`config.mk`:
```
export PLATFORM = sky130hd
export DESIGN_NAME = ex_divider
export DESIGN_NICKNAME = d
export VERILOG_FILES = /design/src/rtl/ex_divider_pkg.sv /design/src/rtl/ex_divider_div_step.sv /design/src/rtl/ex_divider.sv
export SDC_FILE = /design/constraint.sdc
export NUM_CORES = 1
export LEC_CHECK = 0
export CORE_MARGIN = 10
export CORE_UTILIZATION = 45
export CTS_BUF_LIST = sky130_fd_sc_hd__clkbuf_4 sky130_fd_sc_hd__clkbuf_8
export DETAILED_ROUTE_END_ITERATION = 12
export GPL_TIMING_DRIVEN = 0
export HOLD_SLACK_MARGIN = 0.05
export PLACE_DENSITY = 0.68
export SLEW_MARGIN = 10
export SYNTH_ARGS = -nofsm -noshare
export SYNTH_HDL_FRONTEND = slang
export SYNTH_SLANG_ARGS = --single-unit
```
`constraint.sdc`:
```
create_clock -name i_clock -period 3.85 [get_ports i_clock]
set_clock_uncertainty 0.1 [all_clocks]
set_input_delay 0.9625 -clock i_clock [delete_from_list [all_inputs] [get_ports i_clock]]
set_output_delay 0.9625 -clock i_clock [all_outputs]
set_load 0.005 [all_outputs]
```
`src/rtl/ex_divider_pkg.sv`:
```
`default_nettype none
// +----------------------------------------------------------------------------+
// | Module  : ex_divider_pkg                                                   |
// | Brief   : Op and state encodings shared by the EX-stage divider.           |
// | Revision: 1.0                                                              |
// +----------------------------------------------------------------------------+
package ex_divider_pkg;

    localparam logic [1:0] c_op_div  = 2'b00;
    localparam logic [1:0] c_op_divu = 2'b01;
    localparam logic [1:0] c_op_rem  = 2'b10;
    localparam logic [1:0] c_op_remu = 2'b11;

    localparam logic [1:0] c_s_idle = 2'b00;
    localparam logic [1:0] c_s_calc = 2'b01;
    localparam logic [1:0] c_s_fix  = 2'b10;
    localparam logic [1:0] c_s_done = 2'b11;

    function automatic logic op_is_signed(input logic [1:0] op);
        return (op == c_op_div) || (op == c_op_rem);
    endfunction

    function automatic logic op_is_rem(input logic [1:0] op);
        return (op == c_op_rem) || (op == c_op_remu);
    endfunction

endpackage
`default_nettype wire

```
`src/rtl/ex_divider_div_step.sv`:
```
`default_nettype none
// +----------------------------------------------------------------------------+
// | Module  : div_step                                                         |
// | Brief   : One combinational restoring-division iteration.                  |
// | Revision: 1.0                                                              |
// +----------------------------------------------------------------------------+
module div_step #(
    parameter int WIDTH = 32
) (
    input  logic [WIDTH-1:0] i_acc,
    input  logic [WIDTH-1:0] i_q,
    input  logic [WIDTH-1:0] i_divisor,
    output logic [WIDTH-1:0] o_acc,
    output logic [WIDTH-1:0] o_q
);

    // The shifted partial remainder carries one extra bit so the compare cannot wrap.
    logic [WIDTH:0] w_shift;
    logic [WIDTH:0] w_diff;
    logic           w_ge;

    assign w_shift = {i_acc, i_q[WIDTH-1]};
    assign w_diff  = w_shift - {1'b0, i_divisor};
    assign w_ge    = (w_shift >= {1'b0, i_divisor});
    assign o_acc   = w_ge ? w_diff[WIDTH-1:0] : w_shift[WIDTH-1:0];
    assign o_q     = {i_q[WIDTH-2:0], w_ge};

endmodule
`default_nettype wire

```
`src/rtl/ex_divider.sv`:
```
`default_nettype none
// +----------------------------------------------------------------------------+
// | Module  : ex_divider                                                       |
// | Brief   : Iterative radix-2 restoring divider for RV32M DIV/DIVU/REM/REMU. |
// | Revision: 1.0                                                              |
// +----------------------------------------------------------------------------+
module ex_divider #(
    parameter int WIDTH = 32
) (
    input  logic             i_clock,
    input  logic             i_reset,
    input  logic             i_start,
    input  logic             i_flush,
    input  logic [1:0]       i_op,
    input  logic [WIDTH-1:0] i_dividend,
    input  logic [WIDTH-1:0] i_divisor,
    output logic [WIDTH-1:0] o_result,
    output logic             o_done,
    output logic             o_busy,
    output logic             o_stall
);

    import ex_divider_pkg::*;

    localparam int                 c_cnt_w    = $clog2(WIDTH + 1);
    localparam logic [c_cnt_w-1:0] c_cnt_init = c_cnt_w'(WIDTH);
    localparam logic [c_cnt_w-1:0] c_cnt_one  = c_cnt_w'(1);
    localparam logic [WIDTH-1:0]   c_int_min  = {1'b1, {(WIDTH-1){1'b0}}};

    logic [1:0]         r_state;
    logic [1:0]         w_next_state;
    logic [c_cnt_w-1:0] r_count;
    logic [WIDTH-1:0]   r_acc;
    logic [WIDTH-1:0]   r_q;
    logic [WIDTH-1:0]   r_divisor;
    logic [1:0]         r_op;
    logic               r_sign_q;
    logic               r_sign_r;
    logic [WIDTH-1:0]   r_result;
    logic               r_done;
    logic               r_busy;

    logic               w_signed;
    logic               w_sign_d;
    logic               w_sign_v;
    logic [WIDTH-1:0]   w_abs_dividend;
    logic [WIDTH-1:0]   w_abs_divisor;
    logic               w_div_zero;
    logic               w_overflow;
    logic               w_special;
    logic [WIDTH-1:0]   w_special_result;
    logic               w_accept;
    logic [WIDTH-1:0]   w_step_acc;
    logic [WIDTH-1:0]   w_step_q;
    logic [WIDTH-1:0]   w_quotient;
    logic [WIDTH-1:0]   w_remainder;
    logic [WIDTH-1:0]   w_fix_result;

    assign w_signed       = op_is_signed(i_op);
    assign w_sign_d       = w_signed & i_dividend[WIDTH-1];
    assign w_sign_v       = w_signed & i_divisor[WIDTH-1];
    assign w_abs_dividend = w_sign_d ? -i_dividend : i_dividend;
    assign w_abs_divisor  = w_sign_v ? -i_divisor : i_divisor;

    assign w_div_zero = (i_divisor == '0);
    assign w_overflow = w_signed & (i_dividend == c_int_min) & (i_divisor == '1);
    assign w_special  = w_div_zero | w_overflow;

    always_comb begin
        w_special_result = '0;
        if (w_div_zero) begin
            w_special_result = op_is_rem(i_op) ? i_dividend : '1;
        end else begin
            w_special_result = op_is_rem(i_op) ? '0 : i_dividend;
        end
    end

    assign w_accept = (r_state == c_s_idle) & i_start & ~i_flush;
    assign o_stall  = w_accept | (r_state == c_s_calc) | (r_state == c_s_fix);

    div_step #(.WIDTH(WIDTH)) u_step (
        .i_acc     (r_acc),
        .i_q       (r_q),
        .i_divisor (r_divisor),
        .o_acc     (w_step_acc),
        .o_q       (w_step_q)
    );

    assign w_quotient   = r_sign_q ? -r_q : r_q;
    assign w_remainder  = r_sign_r ? -r_acc : r_acc;
    assign w_fix_result = op_is_rem(r_op) ? w_remainder : w_quotient;

    always_comb begin
        w_next_state = r_state;
        if (i_flush) begin
            w_next_state = c_s_idle;
        end else begin
            case (r_state)
                c_s_idle: if (i_start) w_next_state = w_special ? c_s_done : c_s_calc;
                c_s_calc: if (r_count == c_cnt_one) w_next_state = c_s_fix;
                c_s_fix:  w_next_state = c_s_done;
                default:  w_next_state = c_s_idle;
            endcase
        end
    end

    always_ff @(posedge i_clock) begin
        if (i_reset) begin
            r_state   <= c_s_idle;
            r_count   <= '0;
            r_acc     <= '0;
            r_q       <= '0;
            r_divisor <= '0;
            r_op      <= '0;
            r_sign_q  <= 1'b0;
            r_sign_r  <= 1'b0;
            r_result  <= '0;
            r_done    <= 1'b0;
            r_busy    <= 1'b0;
        end else begin
            r_state <= w_next_state;
            r_busy  <= (w_next_state != c_s_idle);
            r_done  <= 1'b0;
            if (!i_flush) begin
                case (r_state)
                    c_s_idle: begin
                        if (i_start) begin
                            r_q       <= w_abs_dividend;
                            r_divisor <= w_abs_divisor;
                            r_op      <= i_op;
                            r_sign_q  <= w_sign_d ^ w_sign_v;
                            r_sign_r  <= w_sign_d;
                            r_count   <= c_cnt_init;
                            r_acc     <= '0;
                            if (w_special) begin
                                r_result <= w_special_result;
                                r_done   <= 1'b1;
                            end
                        end
                    end
                    c_s_calc: begin
                        r_acc   <= w_step_acc;
                        r_q     <= w_step_q;
                        r_count <= r_count - c_cnt_one;
                    end
                    c_s_fix: begin
                        r_result <= w_fix_result;
                        r_done   <= 1'b1;
                    end
                    default: ;
                endcase
            end
        end
    end

    assign o_result = r_result;
    assign o_done   = r_done;
    assign o_busy   = r_busy;

endmodule
`default_nettype wire

```
# After elaboration in Yosys (flattened, before gate mapping)
# Index checks and enable logic that the tools add are counted.
[word_totals] ff_bits=142 in_bits=70 out_inout_bits=35 wordCells=79
[op_classes] add_sub_neg=6 magnitude_cmp=1 eq_ne=11 muxes=26 n_bitwise=11 n_reduce_logical=13
[ops] operator="$mux W32" n=13
[ops] operator="$pmux W32 S2" n=3
[ops] operator="$neg A32 Y32" n=4
[ops] operator="$eq A32 B32 Y1 const B" n=2
[ops] operator="$ge A33 B32 Y1" n=1
[ops] operator="$logic_not A32 Y1" n=1
[ops] operator="$sub A32 B32 Y32" n=1
[ops] operator="$pmux W6 S2" n=1
[ops] operator="$eq A2 B2 Y1 const B" n=5
[ops] operator="$mux W2" n=4
[ops] operator="$and A1 B1 Y1" n=6
[ops] operator="$eq A6 B1 Y1 const B" n=1
[ops] operator="$mux W6" n=1
[ops] operator="$pmux W2 S3" n=1
[ops] operator="$reduce_and A3 Y1" n=2
[ops] operator="$reduce_bool A2 Y1" n=3
[ops] operator="$sub A6 B1 Y6 const B" n=1
[ops] operator="$logic_not A2 Y1" n=2
[ops] operator="$ne A2 B2 Y1 const B" n=2
[ops] operator="$reduce_and A4 Y1" n=1
[ops] operator="$logic_or A1 B1 Y1" n=3
[ops] operator="$or A1 B1 Y1" n=3
[ops] operator="$eq A2 B1 Y1 const B" n=1
[ops] operator="$mux W1" n=2
[ops] operator="other kinds (4)" n=4

# Longest topological paths before layout
# Gate-level depths: netlist (run 1).
[logic_depth] word_depth=10 depth_mapped=14 mapped_depth_nobuf=13

# Modules after synthesis
# From an unflattened synthesis (run 1), not the netlist that was laid out.
[unflattened] cells_unflattened=1571 area_unflattened_um2=11766.3
[modules_own_cells] module="ex_divider" instances=1 cells_each=1199 area_each_um2=9150.0 seq_area_each_um2=2822.7
[modules_own_cells] module="div_step" instances=1 cells_each=372 area_each_um2=2616.3 seq_area_each_um2=0.0

# Worst setup path after synthesis (run 1)
# No wires, ideal clock.
[synth_path] path_type="input-to-reg" from="input i_divisor[17]" to="register r_result[19], in the netlist o_result[19]" setup_time_ns=0.132 t_arrival_ns=3.529 t_required_ns=3.618 slack_ns=0.089 path_stages=11 n_path_buf=2 path_cell_list="or4_1 > or4_1 > nor4_2 > nor3b_1 > buf_4 > o21bai_1 > a31oi_1 > or2_1 > buf_2 > nor3_1 > nor3_1"
[synth_via] elab_chain_cells=5 word_cells_on_any_way=10 classes_between="eq/ne: 2; mux: 4; bitwise: 2; reduce/logical: 2"
[synth_lines] item="start, declared" line="ex_divider.sv:16" rtl="input logic [WIDTH-1:0] i_divisor,"
[synth_lines] item="$eq A32 B32 Y1 or $logic_not A32 Y1 (tied branches)" line="ex_divider.sv:66, ex_divider.sv:65"
[synth_lines] item="$and A1 B1 Y1 or $mux W32 (tied branches)" line="ex_divider.sv:66, ex_divider.sv:71"
[synth_lines] item="$or A1 B1 Y1 or $mux W32 (tied branches)" line="ex_divider.sv:67, ex_divider.sv:135"
[synth_lines] item="$ne A2 B2 Y1 (no source line) or $mux W32 (tied branches)"
[synth_lines] item="$reduce_and A4 Y1 (no source line) or $pmux W32 S2 (tied branches)"
[synth_lines] item="end signal, assigned" line="ex_divider.sv:136" rtl="r_result <= w_special_result;"
[synth_lines] item="end signal, assigned" line="ex_divider.sv:147" rtl="r_result <= w_fix_result;"
[synth_lines] item="end, declared" line="ex_divider.sv:39" rtl="logic [WIDTH-1:0] r_result;"
# Parallel ways exist; a longest one is shown, timed or not. The select of a mux whose other input is x is not followed.
# A chain may end at the register's enable or synchronous reset.

# Final worst setup path (run 1)
[layout_path] from="input i_divisor[18]" to="register r_result[18], in the netlist o_result[18]"
# The elaborated chain is that of the path after synthesis.

==> metrics.cfg, run 1 <==
[outcome]
status=complete, no violations

[synthesis]
synth-edff-count=0
syn_area_per_cell_um2=7.31
syn-num-nets=1576
synth_top_cell_by_area=dfxtp_1
yosysUniqueCellTypes=67
synth_area_um2=10700
synthArstFlopShare=0
synth_area_leaders=dfxtp_1 (26%), nor2_1 (6.9%), xnor2_1 (6.4%), a211oi_1 (6.3%), a21oi_1 (5.6%)
ys.flop_type=dfxtp_1
netlist_instances=1466
synth.most_common_cell=nor2_1
yosys-top-cells-count=nor2_1 (196), dfxtp_1 (141), nand2_1 (132)
ys_ff_latch=141
yosys_warnings=0
ys_seq_area_frac=0.263
synth_top_cell_area_share=0.263

[hold_path]
hp-class=reg -> reg

[final_layout]
diodes=0
drive_gt1_frac=0.0690
fin_cells=1927
final_util=0.550
nNetsFinal=1705
multiInputGateArea_um2=7520
nFillCells=2339
fin_area_um2=12900
syn2layout_area_growth_pct=20.4
seq_area_um2=2820

[grt]
busiest_layer=met2
track_usage=0.244
grt_util_met3=0.0386
use_met1=0.341
grt_overflow=0
grt_max_degree=17
grt_pass1_vias=10700
grt_pass1_wl_um=59900
grt_antenna_before_repair=0
grtUsageMet2=0.380

[worst_setup_path]
critPathBufInv=3
crit_type=in -> reg
crit_slowest_cell=or4_4
crit_required_ps=4080
end_kind=flip-flop
cp_common_cell=or4_4
critical-path-top-delay-family=simple AND/OR/NAND/NOR gates
cp_cell_sequence=dlygate4sd2_1, or4_4, or4_4, nor4_4, nor3b_4, buf_6, o21bai_1, a31oi_2, or2_4, buf_8, a211oi_4, nor3_1
worstPathArrival_ps=4030
path_max_fanout=10
startpoint_type=input port
cp_slowest_stage_delay_ps=550

[placement]
post-place-ws_ps=-1110
gp_congestion=0.984
hpwl_um=30000
dpl_cell_area_um2=12100
io_buffers=101
dp_cells=1886

[die]
io_pins=105
row_count=56
core_um2=23500
die_w_um=174
fp.dieH_um=174
initial_core_util=0.456
dieArea_um2=30400

[sta]
setup_viol=0
clock.fmax_mhz=263
period_share=0.986
worst_slew_pin_slew_ps=808
layout_setup_ws_ps=53.9
slew_violations=0
max_slew_margin=0.462
hold_viol_final=0
layout_min_cycle_time_ps=3800
rsz0062_at_grt=yes

[clock_tree]
root_buffer=clkbuf_8
cts_buffers=17
clock_latency_ps=480
cts_hold_buf=0
clockBufferDepth=2
cts_tree=built
cts.sinks=141
cts.clk_slew.worst_paths_ps=90
cts.htree.levels=4

[power]
ir_drop_uv=210
power.density_nw_per_um2=298
leakage_nw=4.65

[route]
wirelength_um=38800
antenna_left=0
wl_per_cell_um=20.2
dr.pass1.iters=6
vias_per_cell=6.05
vias=11700
drc=0
drt_iter0_markers=1394

[run]
cap_viol_max_count=0

-- layout make-up --
type,instances,share of cell area
well taps,319,0.0309
clock buffers,19,0.0193
multi-input cells,1168,0.583
repair buffers,112,0.0851
inverters,54,0.0157
plain buffers,101,0.0355
clock inverters,13,0.0119
flip-flops and latches,141,0.219
-- per-stage QoR --
step	power (mW)	hold slack [ps]	TNS, ps
after floorplan	2.21	332	0
after global placement	2.52	342	-34090
after detailed placement	2.53	354	-35590
after CTS	3.82	369	0
after global routing	4.01	384	-61.9
final	3.84	366	0
-- power by group --
part | switching [mW] | internal, mW | total, mW
combinational | 0.588 | 0.380 | 0.968
sequential | 0.0611 | 1.51 | 1.57
clock | 0.693 | 0.607 | 1.30
total | 1.34 | 2.50 | 3.84
-- flip-flops by register name, summed over array words and instances, names as in the netlist --
register,flops
o_busy,1
o_done,1
o_result,32
r_acc,32
r_count,6
r_divisor,32
r_op,1
r_q,32
r_sign_q,1
r_sign_r,1
r_state,2
-- worst register-to-register path, delay by kind of cell, from the launching register on --
family | cells | cell delay, ps
DFF | 1 | 390
adders and majority gates | 2 | 630
AOI/OAI and AO/OA | 7 | 1850
and+or+nand+nor | 1 | 60
muxes | 1 | 250
buffers and inverters | 2 | 260
-- what timing repair did --
action / CTS / global route
gates cloned: 0 / 0
resized for setup: 47 / 39
pin swaps: 3 / 6
setup buffers: 4 / 7
endpoints found under the setup margin: 52 / 62
-- cells in the final DEF, fill, tap and decap left out, types with 14 or more instances in the layout --
master / count
nand4_1: 16
nand2_1: 132
nand3_1: 17
nor3_1: 43
xor2_1: 62
a211oi_1: 77
buf_4: 14
dfxtp_1: 141
ha_1: 39
nor2_1: 196
clkbuf_1: 78
a21oi_1: 118
o31ai_1: 26
inv_1: 54
mux2i_1: 15
a21o_1: 19
clkdlybuf4s50_1: 92
o41ai_1: 20
clkbuf_8: 17
or3_1: 19
xnor2_1: 78
o21ai_0: 97
-- metal layers --
| layer | up-vias | routed length (µm) |
|---|---|---|
| li1 | 5541 | - |
| met1 | 5488 | 17600 |
| met2 | 556 | 17200 |
| met3 | 67 | 3240 |
| met4 | 0 | 787 |
| met5 | - | 0 |
-- final timing paths --
check / start / endpoint / slack, ps / cells past startpoint
max reg2reg: r_q[31] / r_acc[30] / 200 / 13
min: o_result[3] / o_result[3] / 370 / 2
max: i_divisor[18] / o_result[18] / 50 / 12
min reg2reg: o_result[3] / o_result[3] / 370 / 2
-- kinds of logic after synthesis --
logic type                 count (synthesis)  share of synthesized area
DFF                                      141                      0.263
xor gates and xnor gates                 140                      0.114
AOI/OAI and AO/OA                        458                      0.279
and+or+nand+nor                          505                      0.215
buffers and inverters                    157                     0.0577
muxes                                     15                     0.0140
adders and majority gates                 50                     0.0568
(Power assumes the default switching activity.)
==> run 2: changes to the inputs <==
--- a/config.mk
+++ b/config.mk
@@ -8,6 +8,7 @@
 export CORE_MARGIN = 10
 export CORE_UTILIZATION = 45
 export CTS_BUF_LIST = sky130_fd_sc_hd__clkbuf_4 sky130_fd_sc_hd__clkbuf_8
+export CTS_CLUSTER_DIAMETER = 50
 export DETAILED_ROUTE_END_ITERATION = 12
 export GPL_TIMING_DRIVEN = 0
 export HOLD_SLACK_MARGIN = 0.05
==> results of run 2 <==
No change in the layout: final DEF, timing and power equal those of run 1.
